[src/rtl/mem_dma.sv]
// mem_dma: word-copy DMA engine, MMIO-configured, driving
// the native memory bus as a master (one read + one write beat per word).
module mem_dma #(
    parameter int TIMEOUT_CYCLES = 1024,
    parameter int LEN_WIDTH      = 16
) (
    input  logic        clk,
    input  logic        reset,
    input  logic        cs,
    input  logic        we,
    input  logic [7:0]  address,
    input  logic [31:0] write_data,
    output logic [31:0] read_data,
    output logic        ready,
    output logic        mem_valid,
    output logic [31:0] mem_addr,
    output logic [3:0]  mem_wstrb,
    output logic [31:0] mem_wdata,
    input  logic [31:0] mem_rdata,
    input  logic        mem_ready,
    output logic        busy,
    output logic        done_pulse
);
    localparam int TW = $clog2(TIMEOUT_CYCLES + 1);

    typedef enum logic [1:0] {IDLE, RD, WR} state_t;

    state_t               state_q, state_d;
    logic                 valid_q, valid_d;
    logic [31:0]          addr_q, addr_d;
    logic [31:0]          buf_q, buf_d;
    logic [31:0]          src_q, src_d;
    logic [31:0]          dst_q, dst_d;
    logic [29:0]          src_r_q, src_r_d;
    logic [29:0]          dst_r_q, dst_r_d;
    logic [LEN_WIDTH-1:0] len_r_q, len_r_d;
    logic [LEN_WIDTH-1:0] len_q, len_d;
    logic [LEN_WIDTH-1:0] idx_q, idx_d, idx_inc;
    logic [TW-1:0]        tcnt_q, tcnt_d;
    logic                 done_q, done_d;
    logic                 err_q, err_d;
    logic                 pulse_q, pulse_d;
    logic                 busy_q, busy_d;
    logic                 abort_q, abort_d;
    logic                 reg_wr, ctrl_wr, start, abort, abort_any;
    logic                 fin, fail;

    assign reg_wr    = cs & we;
    assign ctrl_wr   = reg_wr && (address == 8'h08);
    assign start     = ctrl_wr & write_data[0];
    assign abort     = ctrl_wr & write_data[1];
    assign abort_any = abort_q | abort;
    assign idx_inc   = idx_q + 1'b1;

    always_comb begin
        state_d = state_q;
        valid_d = valid_q;
        addr_d  = addr_q;
        buf_d   = buf_q;
        src_d   = src_q;
        dst_d   = dst_q;
        src_r_d = src_r_q;
        dst_r_d = dst_r_q;
        len_r_d = len_r_q;
        len_d   = len_q;
        idx_d   = idx_q;
        tcnt_d  = tcnt_q;
        done_d  = done_q;
        err_d   = err_q;
        pulse_d = 1'b0;
        abort_d = abort_q;
        fin     = 1'b0;
        fail    = 1'b0;

        if (reg_wr && !busy_q) begin
            case (address)
                8'h10:   src_r_d = write_data[31:2];
                8'h11:   dst_r_d = write_data[31:2];
                8'h12:   len_r_d = write_data[LEN_WIDTH-1:0];
                default: ;
            endcase
        end
        if (reg_wr && address == 8'h09) begin
            if (write_data[1]) done_d = 1'b0;
            if (write_data[2]) err_d  = 1'b0;
        end

        case (state_q)
            IDLE: begin
                if (start && len_r_q == '0) begin
                    done_d  = 1'b1;
                    pulse_d = 1'b1;
                end else if (start) begin
                    src_d   = {src_r_q, 2'b00};
                    dst_d   = {dst_r_q, 2'b00};
                    len_d   = len_r_q;
                    idx_d   = '0;
                    tcnt_d  = '0;
                    abort_d = 1'b0;
                    addr_d  = {src_r_q, 2'b00};
                    valid_d = 1'b1;
                    state_d = RD;
                end
            end
            RD, WR: begin
                if (start && !abort) err_d = 1'b1;
                if (abort) abort_d = 1'b1;
                if (valid_q && mem_ready) begin
                    valid_d = 1'b0;
                    if (state_q == RD) begin
                        buf_d   = mem_rdata;
                        state_d = WR;
                    end else begin
                        idx_d   = idx_inc;
                        state_d = RD;
                        if (idx_inc == len_q) fin = 1'b1;
                    end
                    if (abort_any) begin
                        fin  = 1'b1;
                        fail = 1'b1;
                    end
                end else if (valid_q) begin
                    if (tcnt_q == TW'(TIMEOUT_CYCLES - 1)) begin
                        fin  = 1'b1;
                        fail = 1'b1;
                    end else begin
                        tcnt_d = tcnt_q + 1'b1;
                    end
                end else if (abort_any) begin
                    // Between beats nothing is in flight, so stop here.
                    fin  = 1'b1;
                    fail = 1'b1;
                end else begin
                    valid_d = 1'b1;
                    tcnt_d  = '0;
                    addr_d  = (state_q == RD ? src_q : dst_q)
                            + 32'({idx_q, 2'b00});
                end
            end
            default: state_d = IDLE;
        endcase

        if (fin) begin
            state_d = IDLE;
            valid_d = 1'b0;
            done_d  = 1'b1;
            pulse_d = 1'b1;
            abort_d = 1'b0;
            if (fail) err_d = 1'b1;
        end
        busy_d = (state_d != IDLE);
    end

    always_ff @(posedge clk) begin
        if (reset) begin
            state_q <= IDLE;
            valid_q <= 1'b0;
            addr_q  <= '0;
            buf_q   <= '0;
            src_q   <= '0;
            dst_q   <= '0;
            src_r_q <= '0;
            dst_r_q <= '0;
            len_r_q <= '0;
            len_q   <= '0;
            idx_q   <= '0;
            tcnt_q  <= '0;
            done_q  <= 1'b0;
            err_q   <= 1'b0;
            pulse_q <= 1'b0;
            busy_q  <= 1'b0;
            abort_q <= 1'b0;
        end else begin
            state_q <= state_d;
            valid_q <= valid_d;
            addr_q  <= addr_d;
            buf_q   <= buf_d;
            src_q   <= src_d;
            dst_q   <= dst_d;
            src_r_q <= src_r_d;
            dst_r_q <= dst_r_d;
            len_r_q <= len_r_d;
            len_q   <= len_d;
            idx_q   <= idx_d;
            tcnt_q  <= tcnt_d;
            done_q  <= done_d;
            err_q   <= err_d;
            pulse_q <= pulse_d;
            busy_q  <= busy_d;
            abort_q <= abort_d;
        end
    end

    always_comb begin
        read_data = '0;
        case (address)
            8'h00:   read_data = 32'h646d_6120;
            8'h02:   read_data = 32'h0000_0001;
            8'h09:   read_data = {29'd0, err_q, done_q, busy_q};
            8'h10:   read_data = {src_r_q, 2'b00};
            8'h11:   read_data = {dst_r_q, 2'b00};
            8'h12:   read_data = 32'(len_r_q);
            default: read_data = '0;
        endcase
    end

    assign ready      = cs;
    assign mem_valid  = valid_q;
    assign mem_addr   = addr_q;
    assign mem_wstrb  = (state_q == WR) ? 4'hF : 4'h0;
    assign mem_wdata  = buf_q;
    assign busy       = busy_q;
    assign done_pulse = pulse_q;

endmodule
[config.mk]
export PLATFORM = sky130hd
export DESIGN_NAME = mem_dma
export DESIGN_NICKNAME = d
export VERILOG_FILES = /design/src/rtl/mem_dma.sv
export SDC_FILE = /design/constraint.sdc
export NUM_CORES = 1
export LEC_CHECK = 0
export CAP_MARGIN = 20
export CORE_ASPECT_RATIO = 0.7
export CORE_MARGIN = 10
export CORE_UTILIZATION = 55
export DETAILED_ROUTE_END_ITERATION = 12
export HOLD_SLACK_MARGIN = 0.06
export PLACE_DENSITY = 0.81
export SYNTH_ARGS = -nofsm -noshare
export SYNTH_HDL_FRONTEND = slang
export SYNTH_SLANG_ARGS = --single-unit
export TNS_END_PERCENT = 20
[constraint.sdc]
create_clock -name clk -period 5.14 [get_ports clk]
set_input_delay 1.285 -clock clk [delete_from_list [all_inputs] [get_ports clk]]
set_output_delay 1.285 -clock clk [all_outputs]
set_load 0.01 [all_outputs]
==> results summary, run 1 <==
The layout overhead on the synthesized area is 22.15%. The sequential area share after synthesis is 0.4053. The starting density of the core is 0.5630. The clock drives 249 sinks. The share of async-settable or async-resettable flops after synthesis is 0. The half-perimeter wire length after placement is 28140 um.

The arrival time at the worst endpoint is around 3700 ps. Setup repair after global routing left no endpoint under its margin. The initial antenna violation count came out at 0. The worst-path maximum fanout came out at 5. The max-slew violation count is 0.

In the synthesized netlist, the cells that appear most often are sky130_fd_sc_hd__nand2_1 (448), sky130_fd_sc_hd__a21oi_1 (253), sky130_fd_sc_hd__dfxtp_1 (249), sky130_fd_sc_hd__nor2_1 (75), sky130_fd_sc_hd__clkbuf_1 (70). Summed over all instances, the cell type with the most area after synthesis is sky130_fd_sc_hd__dfxtp_1. The cell count along the critical path came out at 8.

For this block, wires on met1 add up to ~19000 um. In the final layout, the share of cells above drive strength 1 is 0.06069. The insertion delay to the later sink of the worst-skew pair is ~530 ps.

The floorplan step defined a die boundary enclosing 28840 um^2. In this design, the critical path's most frequently occurring cell is sky130_fd_sc_hd__clkdlybuf4s50_1. The final count of hold timing violations came to 0. The worst path buffer plus inverter count is 3. Summing every instance area after synthesis gives 12300 um^2. The worst setup path is captured at an output pin. The clock share of power is 0.454. Summing all multi-input logic gate instances after layout gives between 6000 and 7000 um^2. The number of distinct library cell variants in the gate-level netlist after synthesis is 77. The flow ran to the end, and the final reports show no timing, DRC or antenna violations.

At the pin with the least slew margin, the transition time is between 900 and 1000 ps. The number of input and output port buffers inserted is between 150 and 200. The total CTS buffers is 24. The final design instance area without fill came out at about 15000 um^2. The leakage power of the design is between 4 and 5 nW. The routed design has 39320 um of wire. The category of the worst setup path launch point is an input port. The average size of a mapped cell is just under 8 um^2. The I/O pin count is around 180. After floorplanning, the core was sized to cover 21850 um^2. The via count of the first global-routing pass is between 10000 and 15000. The critical register-to-register path endpoint is mem_addr[29]$_SDFFE_PP0P_. The top routing layer in use is met4. The via density per instance is ~6.

The first element of the critical path is address[2]. The first-pass GRT wire length came out at between 60000 and 70000 um. The diode insertion count for antenna repair came out at 0.

The met3 layer wire length in the routed design is between 5000 and 6000 um. The signal on the critical path passes through clkdlybuf4s50_1 > nor4_4 > nand3b_1 > nor2_1 > buf_4 > a21oi_1 > nand2_1 > clkdlybuf4s50_1. The number of hold buffers added after cts is 0. Summed over all nets, the switching power comes to ~0.83 mW.

The first-pass detailed-route iteration total is 6. The worst-case vdd ir drop came out at 0.2076 mV. The part of the total power dissipated in sequential elements is 0.512.

The number of H-tree levels came out at 1. The finished layout holds between 2000 and 2500 standard cells, fillers aside. The critical path ends at read_data[14].

The synthesized netlist cell count is ~1600. The post-CTS repair timing setup buffer count came out at 0. The all-layer global routing usage came out at 0.2547. Internal power comes to just under 3 mW. The final weighted congestion in routability-driven placement came out at ~0.94. The worst register-to-register path begins at state_q[1]$_SDFF_PP0_.

The final hold slack is about 450 ps. The chip height is approximately 150 um. At the worst endpoint, the required time is a little under 4000 ps.

Timing would allow up to approximately 200 MHz. Once placement finished, the instance area stood at ~14000 um^2. Global routing finished with a remaining overflow of 0. The final critical-path share of the clock period is 0.9632. The total length of routed met2 wires is 14950 um. For the worst flop-to-flop path, the logic depth is 11. The number of DRC violations after detailed routing is 0. The pin count of the biggest net entering global routing came out at between 100 and 150. The reg-to-reg setup timing slack came out at around 1200 ps. The total of cells resized after clock tree synthesis is 0.

TritonCTS built the clock tree. Clock tree synthesis selected as its root buffer the cell sky130_fd_sc_hd__clkbuf_16. Of the post-synthesis cell area, the dominant cell type holds 0.4053. The max-capacitance violation count is 0. The maximum count of clock buffers along a single path is 3. The switching share of power is 0.2200. Synthesis inferred about 250 register bits.

The headroom to the max-slew limit is 0.3941. During synthesis, Yosys emitted a total of 0 warnings. In the final timing run, aggregate negative setup slack is 0 ps. The chip width is a little under 200 um. The most common cell in the synthesized netlist is sky130_fd_sc_hd__nand2_1. The routed wire length per instance is between 15 and 20 um. The critical path in this run is classified as in -> out. The power share of the combinational group is 0.034. The number of placed cells counting well taps came out at 1964. The starting DRC count in detailed routing is about 1400. Once layout is complete, the utilization of the core stands at 0.6877. Across the routed clock network, the largest skew measured is roughly 14 ps. In the post-synthesis netlist, the biggest area contributors are sky130_fd_sc_hd__dfxtp_1 (41%), sky130_fd_sc_hd__nand2_1 (14%), sky130_fd_sc_hd__a21oi_1 (10%), sky130_fd_sc_hd__mux2i_1 (3.3%), sky130_fd_sc_hd__xnor2_1 (2.5%). The shortest clock period the worst path allows after layout came out at just under 5000 ps.

The final net count came out at 1812. Dividing total power by cell area gives a power density of ~250 nW/um^2. The row count is 45. The final-report setup violation count is 0. The antenna violation net count after detailed routing is 0. On the critical path the largest part of the delay comes from buffers and inverters. The total number of vias is 12110.

The worst hold-check path type is reg -> reg. In this run the most critical hold path is launched from src_q[7]$_SDFFE_PP0P_. The delay of the slowest cell on the worst path came out at about 540 ps. On the critical path, the stage with the largest delay is an instance of sky130_fd_sc_hd__clkdlybuf4s50_1. In this run, synthesis inferred 0 flip-flops with an integrated enable. The top flip-flop cell by instance count after synthesis is sky130_fd_sc_hd__dfxtp_1. The layout has 1839 filler cells. The clock slew seen by the registers of the worst setup and hold paths is about 60 ps. The sequential cell area came out at about 5000 um^2.
flip-flops by register name (all words and copies together), names as in the netlist, 2 cells and up:
name       count
mem_wdata     32
dst_q         30
dst_r_q       30
mem_addr      30
src_q         30
src_r_q       30
idx_q         16
len_q         16
len_r_q       16
tcnt_q        11
state_q        2
final cells by class:
class                           instances  area share
Inverter                               16    0.003998
Timing Repair Buffer                  202      0.1368
Tap cell                              282     0.02349
Clock buffer                           37     0.04656
Sequential cell                       249      0.3318
Multi-Input combinational cell       1219      0.4535
Clock inverter                          7    0.003831
power groups by stage:
stage               clock network, mW  logic, mW  registers, mW
global placement                    0      0.125           1.97
floorplan                           0     0.0442           1.97
global route                     1.81      0.135           1.93
detailed placement                  0      0.125           1.97
finish                           1.71      0.128           1.93
CTS                              1.72      0.126           1.93
stage by stage:
stage	power [mW]	setup WS, ps
floorplan	2.017	1018
global placement	2.098	233.8
detailed placement	2.099	225.4
CTS	3.780	210.0
global route	3.874	44.73
finish	3.766	189.4
cell usage in the layout, fill, tap and decap left out, types with 19 or more instances in the layout:
cell                              netlist  layout
sky130_fd_sc_hd__nand2_1              448     448
sky130_fd_sc_hd__a21oi_1              253     253
sky130_fd_sc_hd__dfxtp_1              249     249
sky130_fd_sc_hd__clkdlybuf4s50_1        0     177
sky130_fd_sc_hd__nor2_1                75      75
sky130_fd_sc_hd__mux2i_1               41      41
sky130_fd_sc_hd__nand3_1               36      36
sky130_fd_sc_hd__xnor2_1               35      35
sky130_fd_sc_hd__o21ai_0               31      31
sky130_fd_sc_hd__clkbuf_16              0      24
sky130_fd_sc_hd__nor3_1                21      20
sky130_fd_sc_hd__ha_1                  22      20
sky130_fd_sc_hd__mux2_2                19      19
sky130_fd_sc_hd__buf_4                  8      19
worst reg2reg max path, cell delays in order, from the launching register on:
cell	delay, ps
sky130_fd_sc_hd__dfxtp_1	350
sky130_fd_sc_hd__inv_1	120
sky130_fd_sc_hd__ha_2	590
sky130_fd_sc_hd__mux2_2	420
sky130_fd_sc_hd__ha_1	350
sky130_fd_sc_hd__a21o_1	230
sky130_fd_sc_hd__a31o_2	280
sky130_fd_sc_hd__a221oi_4	500
sky130_fd_sc_hd__o22ai_1	280
sky130_fd_sc_hd__a31o_1	280
sky130_fd_sc_hd__a31oi_1	280
sky130_fd_sc_hd__a21oi_1	110
cell families (layout without fill, tap and decap cells):
kind of cell	count (synthesis)	after routing	share of synthesized area
and+or+nand+nor	682	682	0.2448
AOI/OAI and AO/OA	404	404	0.1972
DFF	249	249	0.4053
buffers and inverters	126	262	0.04354
muxes	60	60	0.05076
xor gates and xnor gates	48	48	0.03418
adders and majority gates	23	23	0.02401
other	1	2	0.0003049
how the worst min path moves through the flow:
stage,end,slack (ps),depth (start not counted)
6_report,src_q[7]$_SDFFE_PP0P_,450,2
4_1_cts,src_q[9]$_SDFFE_PP0P_,450,2
3_3_place_gp,src_q[10]$_SDFFE_PP0P_,430,2
3_5_place_dp,src_q[9]$_SDFFE_PP0P_,440,2
2_1_floorplan,src_q[16]$_SDFFE_PP0P_,430,2
5_1_grt,src_q[2]$_SDFFE_PP0P_,460,2
layer usage:
layer / vias up / GRT usage
li1: 5765 / -
met1: 5645 / 0.4097
met2: 655 / 0.3276
met3: 43 / 0.06044
met4: 0 / 0.04488
met5: - / 0
Power figures use the tool's default switching activity.
==> run 2, diff against run 1 <==
Settings changed: PLACE_DENSITY 0.81 to 0.84.
==> results summary, run 2 (same netlist as run 1, synthesis figures left out) <==
Of the total power, the share spent switching nets is 0.2101. The total number of vias came out at about 12000. In this run the worst hold path is classified as reg -> reg.

The worst-path maximum fanout is 7. The library cell used most frequently in the layout, excluding fill and tap cells, is sky130_fd_sc_hd__nand2_1. The first-pass GRT wire length is 60230 um. Of the total power, the clock network draws 0.480.

Measured on the finished design, the core utilization comes to 0.6919. The signal on the critical path passes through clkdlybuf4s50_1 > nor4_4 > nand3b_1 > buf_4 > nor2_1 > buf_4 > a21oi_1 > nand2_1 > clkdlybuf4s50_1. Buffers inserted during clock tree synthesis total 24. Setup violations remaining at the end of the flow were counted as 0. The reg-to-reg setup timing slack is 1200 ps. The slowest stage of the critical path belongs to the cell sky130_fd_sc_hd__clkdlybuf4s50_1. In this run the tightest slew margin relative to its limit is 0.2992. In the final design database the tool counted 1814 nets.

For met1 alone, demand over resource in global routing was 0.3939. The cell count of the worst reg-to-reg path is 10. Across the run, the number of max-cap violations was 0. The hold path depth came out at 2.

The number of input and output port buffers inserted came out at approximately 180. The fraction of final layout cells with drive strength greater than 1 is 0.06246. Summed over all cells, the static leakage comes to 4.962 nW.

The antenna violation net count after detailed routing is 0. The global routing usage on met2 came out at 0.3477. The power share of the combinational group is 0.032. The worst hold path begins at src_q[9]$_SDFFE_PP0P_. The max-slew violation count is 0. The final clock skew came out at approximately 21 ps. Clock-pin slew was measured on the worst setup and hold paths at 60 ps. The actual transition at the worst max-transition pin is 1051 ps. The fraction of met3 tracks used by global routing is 0.06044.

The internal cell power came out at around 3.1 mW. The initial antenna violation count came out at 0. The half-perimeter wire length after placement is 28210 um.

The worst setup path is captured at an output pin. The flow ran to the end, and the final reports show no timing, DRC or antenna violations. Setup repair after global routing left no endpoint under its margin. The final weighted congestion in routability-driven placement came out at about 0.95. The row count is 45. Setup slack closes at around 200 ps. The clock root buffer is sky130_fd_sc_hd__clkbuf_16.

The library cells used most frequently in the layout, excluding fill and tap cells, are sky130_fd_sc_hd__nand2_1 (448), sky130_fd_sc_hd__a21oi_1 (253), sky130_fd_sc_hd__dfxtp_1 (249), sky130_fd_sc_hd__clkdlybuf4s50_1 (177), sky130_fd_sc_hd__nor2_1 (75). Dividing the detail-routed wire length by the instance count gives just under 20 um. The flip-flop count of the largest register after layout came out at 32. The final count of hold timing violations is 0.

The starting DRC count in detailed routing came out at around 1600. The total of cells resized after clock tree synthesis is 0. The TritonCTS sink count is 249. The area growth from synthesis to layout is 22.89%. The number of DRC violations after detailed routing came out at 0. The critical register-to-register path endpoint is mem_addr[29]$_SDFFE_PP0P_.

The final standard cell count with taps included and fillers excluded came out at 2011. After filler insertion, the fill cell instance count of the layout stands at around 1800. The via density per instance is around 6.1. The total overflow reported by the global router came out at 0. The all-layer global routing usage came out at 0.2539. The part of the total power dissipated in sequential elements is 0.488. The full die area came out at between 20000 and 30000 um^2. The number of placed cells counting well taps is about 2000. For this run, the detailed router's first-pass iteration total came to 6. The worst setup path is launched from an input port. For this design the ratio of total power to cell area is roughly 260 nW/um^2. The pin count of the biggest net entering global routing is approximately 100.

The maximum frequency from static timing analysis is roughly 200 MHz. The chip height is approximately 150 um. The total wire length is just under 40000 um. The arrival time at the worst endpoint came out at roughly 3700 ps.

The maximum count of clock buffers along a single path came out at 3. The diode insertion count for antenna repair is 0. The cell count along the critical path came out at 9.

The via count of the first global-routing pass came out at roughly 11000. The critical path is of the in -> out type. The net switching component of the power is between 0.8 and 0.9 mW. Clock latency on the worst-skew pair, taken at its later pin, is 540 ps. The number of H-tree levels came out at 1. After global routing, the most crowded layer is met1. The I/O pin count is between 150 and 200. The worst path buffer plus inverter count came out at 4. The chip width is slightly below 200 um. The post-route setup TNS is 0 ps. The total area inside the core boundary comes to ~22000 um^2. TritonCTS built the clock tree.

The worst register-to-register path begins at state_q[0]$_SDFF_PP0_. For hold timing, the worst endpoint is src_q[9]$_SDFFE_PP0P_. For the worst setup path, the data required time is between 3000 and 4000 ps. The cell family contributing the most delay on the critical path is buffers and inverters. The final critical-path share of the clock period came out at 0.9620.

In this design, the stage delay of the slowest critical-path cell is between 500 and 600 ps. The worst slack after detailed placement came out at between 100 and 150 ps. The worst-case vdd ir drop is around 0.27 mV. The starting density of the core came out at 0.5630. The worst path needs between 4000 and 5000 ps of the cycle, external delays included.
run 2: cell types whose count changed in the layout (fill, tap and decap cells not counted):
cell / delta
sky130_fd_sc_hd__bufinv_16: +5
sky130_fd_sc_hd__clkbuf_1: -4
sky130_fd_sc_hd__clkbuf_8: -4
sky130_fd_sc_hd__buf_4: +3
sky130_fd_sc_hd__clkinv_4: -3
sky130_fd_sc_hd__buf_12: -1
sky130_fd_sc_hd__clkinv_16: +1
sky130_fd_sc_hd__clkinv_2: +1
sky130_fd_sc_hd__clkinv_8: -1
sky130_fd_sc_hd__clkinvlp_4: +1
sky130_fd_sc_hd__inv_6: +1
run 2: routing by layer:
layer,part of all wire,vias to the layer above
met5,0,-
met4,0.013,0
met3,0.13,38
met2,0.39,729
met1,0.46,5696
li1,-,5759
run 2: cell type report:
cell class | instances | area, um^2 | share of cell area
Multi-Input combinational cell | 1219 | 6813 | 0.4507
Sequential cell | 249 | 4985 | 0.3298
Timing Repair Buffer | 204 | 2058 | 0.1362
Clock buffer | 29 | 629.4 | 0.04164
Tap cell | 282 | 352.8 | 0.02334
Clock inverter | 12 | 216.5 | 0.01432
Inverter | 16 | 60.06 | 0.003974
run 2: worst min-delay path: cells and delay by family, from the launching register on:
kind	cells	cell delay (ps)
simple gates	1	50
compound gates	1	50
flops	1	310
run 2: repair_timing:
action	in CTS	in global routing
endpoints found under the setup margin	0	18
hold buffers	0	0
setup buffers	0	2
run 2: per-stage QoR:
stage / power (mW) / hold slack [ps] / area [um^2]
after global placement: 2.097 / 434.1 / 14140
final: 3.953 / 447.3 / 15110
after detailed placement: 2.097 / 439.5 / 14140
after CTS: 3.976 / 448.9 / 14990
after global routing: 4.056 / 469.9 / 15110
after floorplan: 2.017 / 428.4 / 12300
run 2: power groups by stage:
stage	registers [mW]	logic, mW	clock network [mW]
2_1_floorplan	1.97	0.0442	0
3_3_place_gp	1.97	0.124	0
3_5_place_dp	1.97	0.124	0
4_1_cts	1.93	0.125	1.92
5_1_grt	1.93	0.135	1.99
6_report	1.93	0.127	1.90
run 2: worst max-delay path by stage:
stage | start | end | slack, ps
after CTS | address[2] | read_data[21] | 110
after detailed placement | address[2] | read_data[5] | 150
final | address[2] | read_data[8] | 200
after global routing | address[2] | read_data[5] | 90
after floorplan | state_q[0]$_SDFF_PP0_ | mem_addr[29]$_SDFFE_PP0P_ | 1020
after global placement | address[2] | read_data[8] | 150
